==> src/rtl/eager_fork_data.sv <==
// Elastic eager fork: one valid/ready input token replicated onto SIZE outputs.
// Each output handshakes independently; the input retires once all have taken it.
module eager_fork_data #(
  parameter int SIZE      = 2,
  parameter int DATA_TYPE = 32
) (
  input  logic                      clk,
  input  logic                      rst,
  input  logic [DATA_TYPE-1:0]      ins,
  input  logic                      ins_valid,
  output logic                      ins_ready,
  output logic [SIZE*DATA_TYPE-1:0] outs,
  output logic [SIZE-1:0]           outs_valid,
  input  logic [SIZE-1:0]           outs_ready
);

  logic [SIZE-1:0] r_sent;
  logic [SIZE-1:0] w_done;
  logic            w_complete;

  assign outs       = {SIZE{ins}};
  assign outs_valid = {SIZE{ins_valid}} & ~r_sent;
  assign w_done     = r_sent | outs_ready;
  assign w_complete = ins_valid & (&w_done);
  assign ins_ready  = w_complete;

  // Flags clear on completion so the next token needs no bubble.
  always_ff @(posedge clk or posedge rst) begin
    if (rst) begin
      r_sent <= '0;
    end else if (w_complete) begin
      r_sent <= '0;
    end else begin
      r_sent <= r_sent | (outs_valid & outs_ready);
    end
  end

endmodule

==> config.mk <==
export PLATFORM = sky130hd
export DESIGN_NAME = eager_fork_data
export DESIGN_NICKNAME = d
export VERILOG_FILES = /design/src/rtl/eager_fork_data.sv
export SDC_FILE = /design/constraint.sdc
export NUM_CORES = 1
export LEC_CHECK = 0
export ABC_AREA = 1
export BUFFER_PORTS_ARGS = -buffer_cell sky130_fd_sc_hd__clkbuf_2
export CAP_MARGIN = 20
export CORE_UTILIZATION = 24
export DETAILED_ROUTE_END_ITERATION = 8
export HOLD_SLACK_MARGIN = 0.08
export PLACE_DENSITY = 0.72
export SYNTH_ARGS = -nofsm -noshare
export SYNTH_HDL_FRONTEND = slang
export SYNTH_SLANG_ARGS = --single-unit
==> constraint.sdc <==
create_clock -name clk -period 0.8 [get_ports clk]
set_input_delay 0.04 -clock clk [delete_from_list [all_inputs] [get_ports clk]]
set_output_delay 0.04 -clock clk [all_outputs]
set_load 0.01 [all_outputs]
* Yosys cells after proc, flatten, opt, wreduce, memory -nomap -nowiden
Index checks and enable logic that the tools add are counted.
Widths: inputs -> output; s select.
** Word-level totals
- Register bits after elaboration :: 2
- Input bits :: 37
- Output and inout bits :: 67
- Logic and storage cells :: 9
** Operators by class
- Mux-type cells :: 1
- Bitwise logic cells :: 6
- Reduce and logical (&&, ||, !) cells :: 1
** Operator list (number)
- $and 2x2->2 :: 2
- $or 2x2->2 :: 2
- $mux 2 :: 1
- $not 2->2 :: 1
- $reduce_and 2->1 :: 1
- $and 1x1->1 :: 1

* Depth between registers and ports, before layout
Gate-level depths: netlist of the first run.
- Depth after elaboration :: 5
- Mapped depth :: 3
- Mapped depth without buffers :: 3

* Least setup slack after synthesis of the first run
No wires, ideal clock.
- Kind :: register -> output
- Start :: reg r_sent[1]
- End :: out ins_ready
- Arrival :: 0.747 ns
- Required time :: 0.760 ns
- Slack :: 0.013 ns
- Cell stages (with the launch flop) :: 3
- Cell sequence :: dfrtp_1 -> or2_0 -> and2_1
** On the way
- Cells in the longest elaborated chain, start to end :: 3
** RTL lines
- start, declared :: RTL line 17 : logic [SIZE-1:0] r_sent;
- start signal, assigned :: RTL line 34 : r_sent <= r_sent | (outs_valid & outs_ready);
- $or 2x2->2 :: RTL line 23 : assign w_done = r_sent | outs_ready;
- $reduce_and 2->1 :: RTL line 24 : assign w_complete = ins_valid & (&w_done);
- $and 1x1->1 :: RTL line 24
- end, declared :: RTL line 11 : output logic ins_ready,
Every way passes these cells.

* Worst setup path in the final report of the first run
Same ends and word-level chain as after synthesis.

==> results.sh, run 1 <==
export IMPL_grt_overflow=0
export IMPL_synth_most_common_cell="buf_4"
export IMPL_pre_cts_slack_ns=-0.0897
export IMPL_drv_cap=0
export IMPL_final_area_um2=304
export IMPL_areaGrowthSynthToFinish_pct=-48.6
export IMPL_hold_viol=0
export IMPL_min_path_cells=0
export IMPL_cp_start_kind="flop"
export IMPL_gp_congestion=0.633
export IMPL_antenna_found_initial=0
export IMPL_clk_path_buf_depth=2
export IMPL_antenna_left=0
export IMPL_largest_register="r_sent"
export IMPL_start_util_pct=26.0
export IMPL_setup_viol=5
export IMPL_fill_cells=258
export IMPL_synthMuxAreaShare_pct=0
export IMPL_core_area_um2=2280
export IMPL_synth_ff_type="dfrtp_1"
export IMPL_vias_per_cell=3.64
export IMPL_placed_area_um2=196
export IMPL_setup_ws_ns=-0.330
export IMPL_h_tree_depth=1
export IMPL_first_iter_violations=0
export IMPL_grt_max_degree=4
export IMPL_synth_common_cells="buf_4 (64), nor2_1 (4), a21oi_1 (3)"
export IMPL_dpl_hpwl_um=585
export IMPL_clock_latency_ns=0.22
export IMPL_fin_worst_skew_ns=0.000406
export IMPL_violations="setup timing"
export IMPL_worstPathMaxFanout=2
export IMPL_min_period_ns=1.13
export IMPL_required_ns=0.76
export IMPL_r2r_cells=3
export IMPL_syn_area_um2=592
export IMPL_synth_top_cell_area_share_pct=81.2
export IMPL_dieArea_um2=2670
export IMPL_grt_pass1_vias=254
export IMPL_postLayoutCoreUtil_pct=13.4
export IMPL_drc=0
export IMPL_die_height_um=51.7
export IMPL_synthXorXnorAreaFrac_pct=0
export IMPL_ys_seq_elements=2
export IMPL_syn_mean_instance_area_um2=7.59
export IMPL_maxSlewHeadroom_pct=83.3
export IMPL_postSynthCellCount=78
export IMPL_synth_simple_area_share_pct=6.55
export IMPL_yosysUniqueCellTypes=8
export IMPL_fin_crit_sh_pct=141
export IMPL_crit_path_end_kind="output port"
export IMPL_drive_gt1_share_pct=70.0
export IMPL_numCtsBuffers=3
export IMPL_arrival_ns=1.09
export IMPL_tightestPinTransition_ns=0.250
export IMPL_syn_nets=115
export IMPL_cts_sinks=2
export IMPL_synth_compound_gate_area_share_pct=2.54
export IMPL_powerDensity_nw_per_um2=1850
export IMPL_clkTransAtPathRegs_ns=0.03
export IMPL_fmax_mhz=885
export IMPL_synth_edf_count=0
export IMPL_ios=104
export IMPL_largest_reg_flops=2
export IMPL_nets=69
export IMPL_vdd_drop_max_v=0.000462
export IMPL_rows=17
export IMPL_rsz0062_at_grt="yes"
export IMPL_post_drt_wl_per_cell_um=15.6
export IMPL_status="finished with violations"
export IMPL_drt_wl_total_um=906
export IMPL_hold_path_class="input port to output port"
export IMPL_hold_worst_slack_ns=0.0800
export IMPL_p_total_mw=0.562
export IMPL_synth_top_cell_by_area="buf_4"
export IMPL_yosysWarningCount=0
export IMPL_async_flop_share_pct=100
export IMPL_cts_root_buffer="clkbuf_4"
export IMPL_dr_pass1_iters=1
export IMPL_yosysSeqAreaShare_pct=8.46
export IMPL_num_vias=211
export IMPL_track_usage_pct=6.64
export IMPL_synth_fa_ha_area_share_pct=0
export IMPL_cts_tree="done"
export IMPL_die_x_um=51.7
export IMPL_slew_viol_final=0
export IMPL_num_antenna_cells=0
export IMPL_criticalPathCategory="flop to output port"
export IMPL_grt_first_pass_wirelength_um=1210
export IMPL_synth_top_family_by_area="buffers and inverters"
export IMPL_portBuffers=7
export IMPL_reg_largest_list="r_sent x2"
export IMPL_p_leak_nw=0.137
export IMPL_netlist_top_cells_area="buf_4 (81%), dfrtp_1 (8.5%), a21oi_1 (2.5%), nor2_1 (2.5%), nor2_4 (1.9%)"
-- final timing paths --
check	slack [ns]	startpoint	endpoint
worst max register to register	-0.14	r_sent[1]	r_sent[0]
max in group asynchronous	0.48	rst	r_sent[0]
worst min-delay path	0.08	ins[6]	outs[38]
min in group asynchronous	0.21	rst	r_sent[1]
worst min register to register	0.65	r_sent[0]	r_sent[1]
worst max-delay path	-0.33	r_sent[1]	ins_ready
-- logic make-up (layout without fill, tap and decap cells) --
kind of cell / Yosys count / in the layout
buffers and inverters: 66 / 18
AND/OR/NAND/NOR: 7 / 7
AO/OA/AOI/OAI: 3 / 3
flip-flops: 2 / 2
-- critical path, stage by stage (launching register included) --
cell and delay [ns]:
dfrtp_1 0.36, or2_1 0.22, and2_1 0.16, clkbuf_2 0.12
-- repair_timing --
item                                    in CTS  in global routing
hold buffers                                 1                  0
hold endpoints to repair                     2                  0
pin swaps                                    3                  2
buffers inserted                             1                  2
resized for setup                            5                 10
endpoints found under the setup margin       4                  5
-- layout by cell type, fill, tap and decap left out --
cell type and count:
nor2_4 3, dfrtp_1 2, nor2_2 1, nor2_1 1, clkbuf_2 5, and2_1 1, buf_4 3, a21oi_4 1
a21oi_2 1, or2_1 1, dlygate4sd3_1 1, clkbuf_4 3, buf_6 4, inv_1 2, a21oi_1 1
-- through the flow --
stage               cells  TNS [ns]
global placement       51   -0.0765
finish                 58     -1.00
CTS                    56    -0.791
global route           58     -1.21
floorplan              78         0
detailed placement     51    -0.115
-- power breakdown --
part / switching [mW] / internal [mW]
clock network: 0.0502 / 0.165
registers: 0.0115 / 0.118
logic: 0.0958 / 0.122
total: 0.157 / 0.405
-- layout make-up --
type	instances	area [µm²]	area share (%)
flip-flops and latches	2	50.0	16.5
multi-input cells	10	86.3	28.4
well taps	28	35.0	11.5
clock buffers	3	22.5	7.41
inverters	2	7.51	2.47
repair buffers	13	103	33.7
-- layer usage --
metal  track usage, %  share of wire, %  vias to the layer above
met4             14.9                11                        0
met1             2.44                14                       77
met2             7.58                50                       29
li1                 -                 -                       77
met5                0                 0                        -
met3             7.89                24                       28
Power figures use the tool's default switching activity.
==> run 2: changes to the inputs <==
--- a/config.mk
+++ b/config.mk
@@ -5,7 +5,7 @@
 export SDC_FILE = /design/constraint.sdc
 export NUM_CORES = 1
 export LEC_CHECK = 0
-export ABC_AREA = 1
+export ABC_AREA = 0
 export BUFFER_PORTS_ARGS = -buffer_cell sky130_fd_sc_hd__clkbuf_2
 export CAP_MARGIN = 20
 export CORE_UTILIZATION = 24
==> run 2 against run 1 <==
The flow still finishes with violations (setup timing). Final area is 26% lower. Combinational power shrank 59%. Wire length down 31%. Largest power group is now clock. Global-route usage shrank 1.9 points. Critical path depth unchanged. Register-to-register slack gained 0.08 ns.
==> results.sh, run 2 <==
export IMPL_status="finished with violations"
export IMPL_violations="setup timing"
export IMPL_reg_largest_list="r_sent x2"
export IMPL_fin_crit_sh_pct=128
export IMPL_cts_root_buffer="clkbuf_4"
export IMPL_hold_viol=0
export IMPL_syn_nets=113
export IMPL_drive_gt1_share_pct=48.0
export IMPL_ios=104
export IMPL_die_height_um=51.4
export IMPL_syn_mean_instance_area_um2=7.72
export IMPL_vdd_drop_max_v=0.000815
export IMPL_num_antenna_cells=0
export IMPL_netlist_top_cells_area="buf_4 (82%), dfrtp_1 (8.5%), o21a_1 (3.8%), nor2b_1 (2.1%), a21oi_1 (1.7%)"
export IMPL_rsz0062_at_grt="yes"
export IMPL_synth_top_cell_area_share_pct=81.9
export IMPL_mostFrequentLayoutCells="clkbuf_2 (5), o21a_1 (3), clkbuf_4 (3)"
export IMPL_grt_first_pass_wirelength_um=890
export IMPL_crit_path_end_kind="output port"
export IMPL_hold_start="ins[18]"
export IMPL_cp_start_kind="flop"
export IMPL_gp_congestion=0.614
export IMPL_placed_area_um2=184
export IMPL_areaGrowthSynthToFinish_pct=-61.8
export IMPL_cts_tree="done"
export IMPL_yosysUniqueCellTypes=7
export IMPL_pre_cts_slack_ns=-0.0130
export IMPL_cts_sinks=2
export IMPL_slew_viol_final=0
export IMPL_required_ns=0.76
export IMPL_p_leak_nw=0.107
export IMPL_r2r_cells=3
export IMPL_yosysSeqAreaShare_pct=8.53
export IMPL_antenna_left=0
export IMPL_crit_reg2reg_capture="r_sent[0]"
export IMPL_rows=17
export IMPL_syn_area_um2=587
export IMPL_die_x_um=51.4
export IMPL_track_usage_pct=4.79
export IMPL_first_iter_violations=2
export IMPL_min_period_ns=1.03
export IMPL_dieArea_um2=2650
export IMPL_post_drt_wl_per_cell_um=11.8
export IMPL_largest_register="r_sent"
export IMPL_h_tree_depth=1
export IMPL_num_vias=192
export IMPL_drc=0
export IMPL_portBuffers=7
export IMPL_arrival_ns=0.99
export IMPL_synth_ff_type="dfrtp_1"
export IMPL_fin_worst_skew_ns=0.00311
export IMPL_reg2reg_slack_ns=-0.06
export IMPL_cp_endpoint="ins_ready"
export IMPL_yosysWarningCount=0
export IMPL_clkTransAtPathRegs_ns=0.03
export IMPL_async_flop_share_pct=100
export IMPL_criticalPathCategory="flop to output port"
export IMPL_clk_path_buf_depth=2
export IMPL_postLayoutCoreUtil_pct=9.93
export IMPL_synth_top_cell_by_area="buf_4"
export IMPL_fin_setup_tns_ns=-0.580
export IMPL_antenna_found_initial=0
export IMPL_largest_reg_flops=2
export IMPL_grt_max_degree=7
export IMPL_maxSlewHeadroom_pct=90.8
export IMPL_postSynthCellCount=76
export IMPL_drv_cap=0
export IMPL_layout_commonest_cell="clkbuf_2"
export IMPL_synth_edf_count=0
export IMPL_worstPathMaxFanout=2
export IMPL_numCtsBuffers=3
export IMPL_fmax_mhz=974
export IMPL_synth_common_cells="buf_4 (64), o21a_1 (3)"
export IMPL_startpoint="r_sent[0]"
export IMPL_timing_rr_start="r_sent[1]"
export IMPL_grt_pass1_vias=204
export IMPL_core_area_um2=2250
export IMPL_setup_ws_ns=-0.226
export IMPL_drt_wl_total_um=627
export IMPL_start_util_pct=26.0
export IMPL_setup_viol=4
export IMPL_ys_seq_elements=2
export IMPL_nets=64
export IMPL_clock_latency_ns=0.22
export IMPL_hold_worst_slack_ns=0.0800
export IMPL_grt_overflow=0
export IMPL_hold_path_class="input port to output port"
export IMPL_synth_most_common_cell="buf_4"
export IMPL_final_area_um2=224
export IMPL_dr_pass1_iters=4
export IMPL_powerDensity_nw_per_um2=1950
export IMPL_tightestPinTransition_ns=0.139
export IMPL_vias_per_cell=3.62
-- run 2: cell types whose count changed after synthesis --
cell     change
o21a_1       +3
inv_1        -1
nor2_1       -2
and2_1       -1
nor2_4       -1
nor2b_1      +2
a21oi_1      -1
or2_0        -1
-- run 2: final cells by class --
type                            instances  area, µm²
Sequential cell                         2       50.0
Inverter                                1       3.75
Multi-Input combinational cell          9       52.6
Fill cell                             277       2030
Clock buffer                            3       22.5
Tap cell                               28       35.0
Timing Repair Buffer                   10       60.1
-- run 2: how the worst min path moves through the flow --
stage                 to  slack (ns)  depth (start not counted)
6_report        outs[18]        0.08                          0
5_1_grt         outs[61]        0.08                          0
4_1_cts          outs[7]        0.08                          0
3_5_place_dp   r_sent[0]       -0.12                          2
3_3_place_gp   r_sent[1]       -0.13                          2
2_1_floorplan  r_sent[0]       -0.22                          1
-- run 2: power by group --
| group | internal [mW] | switching (mW) |
|---|---|---|
| combinational | 0.0519 | 0.0384 |
| clock | 0.165 | 0.0551 |
| sequential | 0.115 | 0.0108 |
| total | 0.332 | 0.104 |
-- run 2: kinds of logic after synthesis --
logic type | synth area share (%)
flip-flops | 8.53
AO/OA/AOI/OAI | 5.54
buffers and inverters | 82.5
AND/OR/NAND/NOR | 3.41
-- run 2: layer usage --
layer	vias to the layer above	track usage, %	wire length (µm)
met5	-	0	0
met4	0	11.7	131
met3	29	5.36	152
met2	21	4.76	221
met1	75	2.12	121
li1	67	-	-
-- run 2: metrics by stage --
stage          total power [mW]  instances
6_report                  0.436         53
5_1_grt                   0.465         53
4_1_cts                   0.439         52
3_5_place_dp              0.205         48
3_3_place_gp              0.201         48
2_1_floorplan             0.492         76
-- run 2: what timing repair did --
action,in CTS,in global routing
hold endpoints to repair,2,0
gates resized for setup,0,2
setup endpoints to repair,3,4
buffers inserted,0,1
pin swaps,1,0
hold buffers,1,0
-- run 2: critical path: stages, from the launching register on --
cell and delay (ns):
dfrtp_1 0.37, o21a_1 0.18, o21a_1 0.10, clkbuf_2 0.12
